`src/rtl/div_seq_ctrl_pkg.sv`:
```
// Shared types and constants for the sequential restoring divider.
// Optional signed mode is enabled by defining DIV_SIGNED_EN.
package div_pkg;

    typedef enum logic [1:0] {
        IDLE,
        RUN,
        DONE
    } state_e;

    localparam int DEFAULT_WIDTH = 32;
    localparam int DEFAULT_CNT_W = $clog2(DEFAULT_WIDTH);

    function automatic int cnt_width(input int width);
        return $clog2(width);
    endfunction

endpackage

```
`src/rtl/div_seq_ctrl_if.sv`:
```
// Start/busy/done handshake and operand/result bus of the divider.
// signed_op exists only when DIV_SIGNED_EN is defined.
interface div_seq_ctrl_if #(parameter int WIDTH = div_pkg::DEFAULT_WIDTH);

`ifdef DIV_SIGNED_EN
    logic             signed_op;
`endif
    logic             start;
    logic [WIDTH-1:0] dividend;
    logic [WIDTH-1:0] divisor;
    logic             busy;
    logic             done;
    logic [WIDTH-1:0] quotient;
    logic [WIDTH-1:0] remainder;
    logic             div_by_zero;

    modport master (
`ifdef DIV_SIGNED_EN
        output signed_op,
`endif
        output start, dividend, divisor,
        input  busy, done, quotient, remainder, div_by_zero
    );

    modport slave (
`ifdef DIV_SIGNED_EN
        input  signed_op,
`endif
        input  start, dividend, divisor,
        output busy, done, quotient, remainder, div_by_zero
    );

endinterface

```
`src/rtl/div_seq_ctrl_step.sv`:
```
// One combinational restoring shift-subtract division iteration.
module div_step #(
    parameter int WIDTH = div_pkg::DEFAULT_WIDTH
) (
    input  logic [WIDTH-1:0] a_i,
    input  logic [WIDTH-1:0] q_i,
    input  logic [WIDTH-1:0] m_i,
    output logic [WIDTH-1:0] a_o,
    output logic [WIDTH-1:0] q_o
);

    // A stays below M after every restore, so only the trial result needs the extra sign bit.
    logic [WIDTH:0] shifted;
    logic [WIDTH:0] trial;

    always_comb begin
        shifted = {a_i, q_i[WIDTH-1]};
        trial   = shifted - {1'b0, m_i};
        if (trial[WIDTH]) begin
            a_o = shifted[WIDTH-1:0];
            q_o = {q_i[WIDTH-2:0], 1'b0};
        end else begin
            a_o = trial[WIDTH-1:0];
            q_o = {q_i[WIDTH-2:0], 1'b1};
        end
    end

endmodule

```
`src/rtl/div_seq_ctrl.sv`:
```
// Sequential divider controller: one restoring step per clock, start/busy/done handshake.
// Define DIV_SIGNED_EN to add two's-complement truncating division via signed_op.
module div_seq_ctrl
    import div_pkg::*;
#(
    parameter int WIDTH = DEFAULT_WIDTH
) (
    input  logic           clk,
    input  logic           reset,
    div_seq_ctrl_if.slave  bus
);

    localparam int CNT_W = cnt_width(WIDTH);

    state_e           state_q, state_d;
    logic [CNT_W-1:0] cnt_q, cnt_d;
    logic [WIDTH-1:0] a_q, a_d;
    logic [WIDTH-1:0] q_q, q_d;
    logic [WIDTH-1:0] m_q, m_d;
    logic [WIDTH-1:0] quot_q, quot_d;
    logic [WIDTH-1:0] rem_q, rem_d;
    logic             dbz_q, dbz_d;

    logic [WIDTH-1:0] step_a, step_q;
    logic [WIDTH-1:0] dvd_mag, dvs_mag;
    logic [WIDTH-1:0] fin_quot, fin_rem;

    div_step #(.WIDTH(WIDTH)) u_step (
        .a_i (a_q),
        .q_i (q_q),
        .m_i (m_q),
        .a_o (step_a),
        .q_o (step_q)
    );

`ifdef DIV_SIGNED_EN
    logic quo_neg_q, quo_neg_d;
    logic rem_neg_q, rem_neg_d;
    logic dvd_neg, dvs_neg;

    // Divide magnitudes, then fix signs on the way into the result registers.
    assign dvd_neg  = bus.signed_op & bus.dividend[WIDTH-1];
    assign dvs_neg  = bus.signed_op & bus.divisor[WIDTH-1];
    assign dvd_mag  = dvd_neg ? -bus.dividend : bus.dividend;
    assign dvs_mag  = dvs_neg ? -bus.divisor : bus.divisor;
    assign fin_quot = quo_neg_q ? -step_q : step_q;
    assign fin_rem  = rem_neg_q ? -step_a : step_a;
`else
    assign dvd_mag  = bus.dividend;
    assign dvs_mag  = bus.divisor;
    assign fin_quot = step_q;
    assign fin_rem  = step_a;
`endif

    // NOTE: every _d gets its hold value first so no path leaves a latch behind.
    always_comb begin
        state_d = state_q;
        cnt_d   = cnt_q;
        a_d     = a_q;
        q_d     = q_q;
        m_d     = m_q;
        quot_d  = quot_q;
        rem_d   = rem_q;
        dbz_d   = dbz_q;
`ifdef DIV_SIGNED_EN
        quo_neg_d = quo_neg_q;
        rem_neg_d = rem_neg_q;
`endif
        case (state_q)
            RUN: begin
                a_d   = step_a;
                q_d   = step_q;
                cnt_d = cnt_q - CNT_W'(1);
                if (cnt_q == '0) begin
                    state_d = DONE;
                    quot_d  = fin_quot;
                    rem_d   = fin_rem;
                    dbz_d   = 1'b0;
                end
            end
            IDLE, DONE: begin
                state_d = IDLE;
                if (bus.start) begin
                    a_d   = '0;
                    q_d   = dvd_mag;
                    m_d   = dvs_mag;
                    cnt_d = CNT_W'(WIDTH - 1);
`ifdef DIV_SIGNED_EN
                    quo_neg_d = dvd_neg ^ dvs_neg;
                    rem_neg_d = dvd_neg;
`endif
                    if (bus.divisor == '0) begin
                        state_d = DONE;
                        quot_d  = '1;
                        rem_d   = bus.dividend;
                        dbz_d   = 1'b1;
                    end else begin
                        state_d = RUN;
                    end
                end
            end
            default: state_d = IDLE;
        endcase
    end

    // NOTE: state registers use non-blocking assignment so all flops update together.
    always_ff @(posedge clk) begin
        if (reset) begin
            state_q <= IDLE;
            cnt_q   <= '0;
            a_q     <= '0;
            q_q     <= '0;
            m_q     <= '0;
            quot_q  <= '0;
            rem_q   <= '0;
            dbz_q   <= 1'b0;
`ifdef DIV_SIGNED_EN
            quo_neg_q <= 1'b0;
            rem_neg_q <= 1'b0;
`endif
        end else begin
            state_q <= state_d;
            cnt_q   <= cnt_d;
            a_q     <= a_d;
            q_q     <= q_d;
            m_q     <= m_d;
            quot_q  <= quot_d;
            rem_q   <= rem_d;
            dbz_q   <= dbz_d;
`ifdef DIV_SIGNED_EN
            quo_neg_q <= quo_neg_d;
            rem_neg_q <= rem_neg_d;
`endif
        end
    end

    assign bus.busy        = (state_q == RUN);
    assign bus.done        = (state_q == DONE);
    assign bus.quotient    = quot_q;
    assign bus.remainder   = rem_q;
    assign bus.div_by_zero = dbz_q;

endmodule

```
`src/flat_wrapper.sv`:
```
// flat-port wrapper written by rule: the top's interface ports become plain ports
module div_seq_ctrl_flat import div_pkg::*;
#(
    parameter int WIDTH = DEFAULT_WIDTH
)
  (clk, reset, bus_start, bus_dividend, bus_divisor, bus_busy, bus_done, bus_quotient, bus_remainder, bus_div_by_zero);
  div_seq_ctrl_if #(.WIDTH(WIDTH)) bus_i ();
  input  logic clk;
  input  logic reset;
  input wire logic [$bits(bus_i.start)-1:0] bus_start;
  input wire logic [$bits(bus_i.dividend)-1:0] bus_dividend;
  input wire logic [$bits(bus_i.divisor)-1:0] bus_divisor;
  output wire logic [$bits(bus_i.busy)-1:0] bus_busy;
  output wire logic [$bits(bus_i.done)-1:0] bus_done;
  output wire logic [$bits(bus_i.quotient)-1:0] bus_quotient;
  output wire logic [$bits(bus_i.remainder)-1:0] bus_remainder;
  output wire logic [$bits(bus_i.div_by_zero)-1:0] bus_div_by_zero;
  assign bus_i.start = bus_start;
  assign bus_i.dividend = bus_dividend;
  assign bus_i.divisor = bus_divisor;
  assign bus_busy = bus_i.busy;
  assign bus_done = bus_i.done;
  assign bus_quotient = bus_i.quotient;
  assign bus_remainder = bus_i.remainder;
  assign bus_div_by_zero = bus_i.div_by_zero;
  div_seq_ctrl #(.WIDTH(WIDTH)) u_core (.clk(clk), .reset(reset), .bus(bus_i));
endmodule
```
`config.mk`:
```
export PLATFORM = sky130hd
export DESIGN_NAME = div_seq_ctrl_flat
export DESIGN_NICKNAME = d
export VERILOG_FILES = /design/src/rtl/div_seq_ctrl_pkg.sv /design/src/rtl/div_seq_ctrl_if.sv /design/src/rtl/div_seq_ctrl_step.sv /design/src/rtl/div_seq_ctrl.sv /design/src/flat_wrapper.sv
export SDC_FILE = /design/constraint.sdc
export NUM_CORES = 1
export LEC_CHECK = 0
export BUFFER_PORTS_ARGS = -buffer_cell sky130_fd_sc_hd__clkbuf_2
export CORE_MARGIN = 4
export CORE_UTILIZATION = 57
export DETAILED_ROUTE_END_ITERATION = 10
export PLACE_DENSITY_LB_ADDON = 0.05
export SLEW_MARGIN = 20
export SYNTH_ARGS = -nofsm -noshare
export SYNTH_HDL_FRONTEND = slang
export SYNTH_SLANG_ARGS = --single-unit
```
`constraint.sdc`:
```
create_clock -name clk -period 3.55 [get_ports clk]
set_input_delay 0.1775 -clock clk [delete_from_list [all_inputs] [get_ports clk]]
set_output_delay 0.1775 -clock clk [all_outputs]
set_load 0.005 [all_outputs]
```
==> metrics.csv <==
metric,value,unit
status,"finished, final reports clean",
n_diodes,0,
Routed WL,23.4,mm
yosys warns,0,
die area,17200,µm²
final hold viol count,0,
WL/cell,16.6,µm
post-cts resize count,0,
initial DRC count,620,
RSZ-0062 raised after global routing,false,
Worst EP arrival,3.62,ns
worst skew pair latency,0.42,ns
via count of the first global-routing pass,7408,
ys flop type,dfxtp_1,
total congestion overflow,0,
Switch Pwr,3.99,mW
Crit. End Element,flop,
syn_area_per_cell,7.93,µm²
Final GP Congestion,0.923,
Filler cells,1259,
H-tree level count,4,
r2r startpoint,u_core.q_q[31]$_SDFFE_PP0P_,
first-pass GRT wire length,38.8,mm
Residual DRC,0,
setup tns final,0,ns
port bufs,133,
Leakage,4.30,nW
Clock Tree Buf Depth,2,
synthesized area,8670,µm²
Pwr Density,903,nW/µm²
num ports,134,
TritonCTS clock tree,built,
CP startpoint kind,flop,
Tcrit/Tclk final,92.0,%
Starting Density,59.0,%
"Req. time, crit path",3.91,ns
P_int,5.30,mW
total CTS buffers,17,
Total GRT Usage,27.0,%
Die Width,131,µm
Net Sw Frac,42.9,%
Inst Count DP,1350,
Slew Limit Fails,0,
Post-Place Cell Area,9400,µm²
fin area,10300,µm²
largest net degree at the start of global routing,62,
post-CTS setup buffers,0,
flop and latch count out of synthesis,168,
combinational power share,54.0,%
register area share after synthesis,38.8,%
Fin Clk Skew,0.00815,ns
area occupied by multi-input gates,4830,µm²
Reg area,3360,µm²
critical path class,flop to flop,
Reg power frac,25.2,%
DRT Pass-1 Iters,5,
Die H,131,µm
Hold Path Class,input port to flop,
antenna violations before repair,0,
layout cells sized above 1,15.6,%
fmax,306,MHz
"EDFF count, synth",0,
Synthesized Nets,1195,
Clock Power Share,20.8,%
DP HPWL,16.7,mm
reg-to-reg setup timing slack,0.29,ns
Unique masters post-synth,53,
Final setup viols,0,
Syn Inst Count,1093,
core area,14700,µm²
slew margin rel.,25.4,%
max_cap viols,0,
worst vdd ir,0.554,mV
vias per inst,5.77,
Routed Antenna Nets,0,
min-delay src,bus_divisor[14],
vias after detailed routing,8130,
min Tclk post-route,3.26,ns
post-route insts no fill,1410,
clock sinks,168,
Slew @ Worst Pin,1.12,ns
crit path from,u_core.q_q[31]$_SDFFE_PP0P_,
Core Rows,44,
nets,1315,
synth-to-layout area growth,18.7,%
Async SR Flop Fraction,0,%
WHS,0.0314,ns
Root Buffer,clkbuf_16,
worst-path fanout max,15,
Worst-path clk slew,0.06,ns
[cell usage after synthesis, types with 16 or more instances]
library cell / n / share of area, %
nand2_1: 180 / 7.8
nor3_1: 16 / 0.92
a21oi_1: 108 / 6.2
dfxtp_1: 168 / 39
o21ai_0: 48 / 2.8
and4_1: 21 / 2.1
clkbuf_1: 58 / 2.5
a31oi_1: 33 / 2.4
ha_1: 34 / 4.9
xnor2_1: 21 / 2.1
o21ai_1: 68 / 3.9
nor2_1: 65 / 2.8
inv_1: 47 / 2.0
mux2i_1: 51 / 5.9
a211oi_1: 35 / 3.0
[layer usage]
layer  up-vias  global-route usage [%]  routed length [µm]
met2       258                    39.8               10200
met3        24                    4.97                1460
met1      3721                    40.8               11500
met4         0                    6.83                 308
met5         -                       0                   0
li1       4127                       -                   -
[power by group through the flow]
stage / sequential (mW) / clock, mW / combinational (mW)
final: 2.35 / 1.93 / 5.01
after global routing: 2.37 / 2.03 / 5.53
after CTS: 2.33 / 1.96 / 4.95
after detailed placement: 2.37 / 0 / 4.88
after global placement: 2.37 / 0 / 4.85
after floorplan: 2.28 / 0 / 3.96
[timing repair]
item / CTS / global route
endpoints found under the setup margin: 0 / 0
hold endpoints to repair: 28 / 0
hold buffers: 28 / 0
[path summary, 6_finish.rpt]
path,to,cells after the start
setup / recovery,u_core.bus.remainder[27]$_SDFFE_PP0P_,13
hold / removal,u_core.m_q[14]$_SDFFE_PP0P_,3
hold reg to reg,u_core.bus.quotient[25]$_SDFFE_PP0P_,2
setup reg to reg,u_core.bus.remainder[27]$_SDFFE_PP0P_,13
[per-stage QoR]
step	total power [mW]	util [%]	setup WS, ns
after detailed placement	7.25	63.9	0.316
after global placement	7.22	63.9	0.402
final	9.29	70.0	0.285
after floorplan	6.24	-	0.723
after global routing	9.93	70.0	0.0567
after CTS	9.24	70.0	0.300
[cells by family after synthesis]
group / synth area share (%)
AO/OA/AOI/OAI: 22.8
AND/OR/NAND/NOR: 18.2
adder cells (fa/ha/maj): 5.14
XOR/XNOR: 3.22
buffers and inverters: 5.84
multiplexers: 6.02
flip-flops: 38.8
[critical path, stage by stage, from the launching register on]
cell       delay, ns
dfxtp_1         0.32
inv_1           0.06
ha_1            0.14
inv_1           0.05
fa_1            0.39
a21o_1          0.20
a311o_1         0.43
nand4_2         0.13
nand4_2         0.18
a31oi_4         0.24
xnor2_4         0.26
mux2i_1         0.19
a2111oi_0       0.47
a31o_1          0.16
[flip-flops by register name, indices dropped and copies added (netlist names)]
| signal | count |
|---|---|
| u_core.bus.quotient | 32 |
| u_core.a_q | 32 |
| u_core.m_q | 32 |
| u_core.cnt_q | 5 |
| u_core.bus.remainder | 32 |
| u_core.bus.div_by_zero | 1 |
| u_core.state_q | 2 |
| u_core.q_q | 32 |
[cell type report]
class / instances / area share, %
repair buffers: 177 / 10.4
well taps: 184 / 2.24
clock inverters: 11 / 1.67
flip-flops and latches: 168 / 32.7
clock buffers: 21 / 4.28
inverters: 49 / 1.79
multi-input cells: 800 / 46.9
[layout by cell type (no fill, tap or decap), types with 3 or more instances in the layout]
cell and n:
xnor2_1 21, nor2_1 64, a311oi_1 7, nand2_1 179, o21a_1 3, a21o_1 14
o211ai_1 4, nand3_1 15, a211oi_1 35, bufinv_16 4, clkbuf_2 132, o21ai_1 68
buf_4 17, xor2_1 9, and3_1 6, ha_1 34, o21ai_0 48, o21bai_1 4
nand4_1 9, and4_1 21, clkbuf_1 4, dlygate4sd3_1 28, inv_1 47, nor3_1 16
clkbuf_16 17, nand2b_1 4, nor4_1 12, nor2b_1 6, a21oi_1 108, mux2i_1 51
dfxtp_1 167, a31oi_1 33
(Power assumes the default switching activity.)
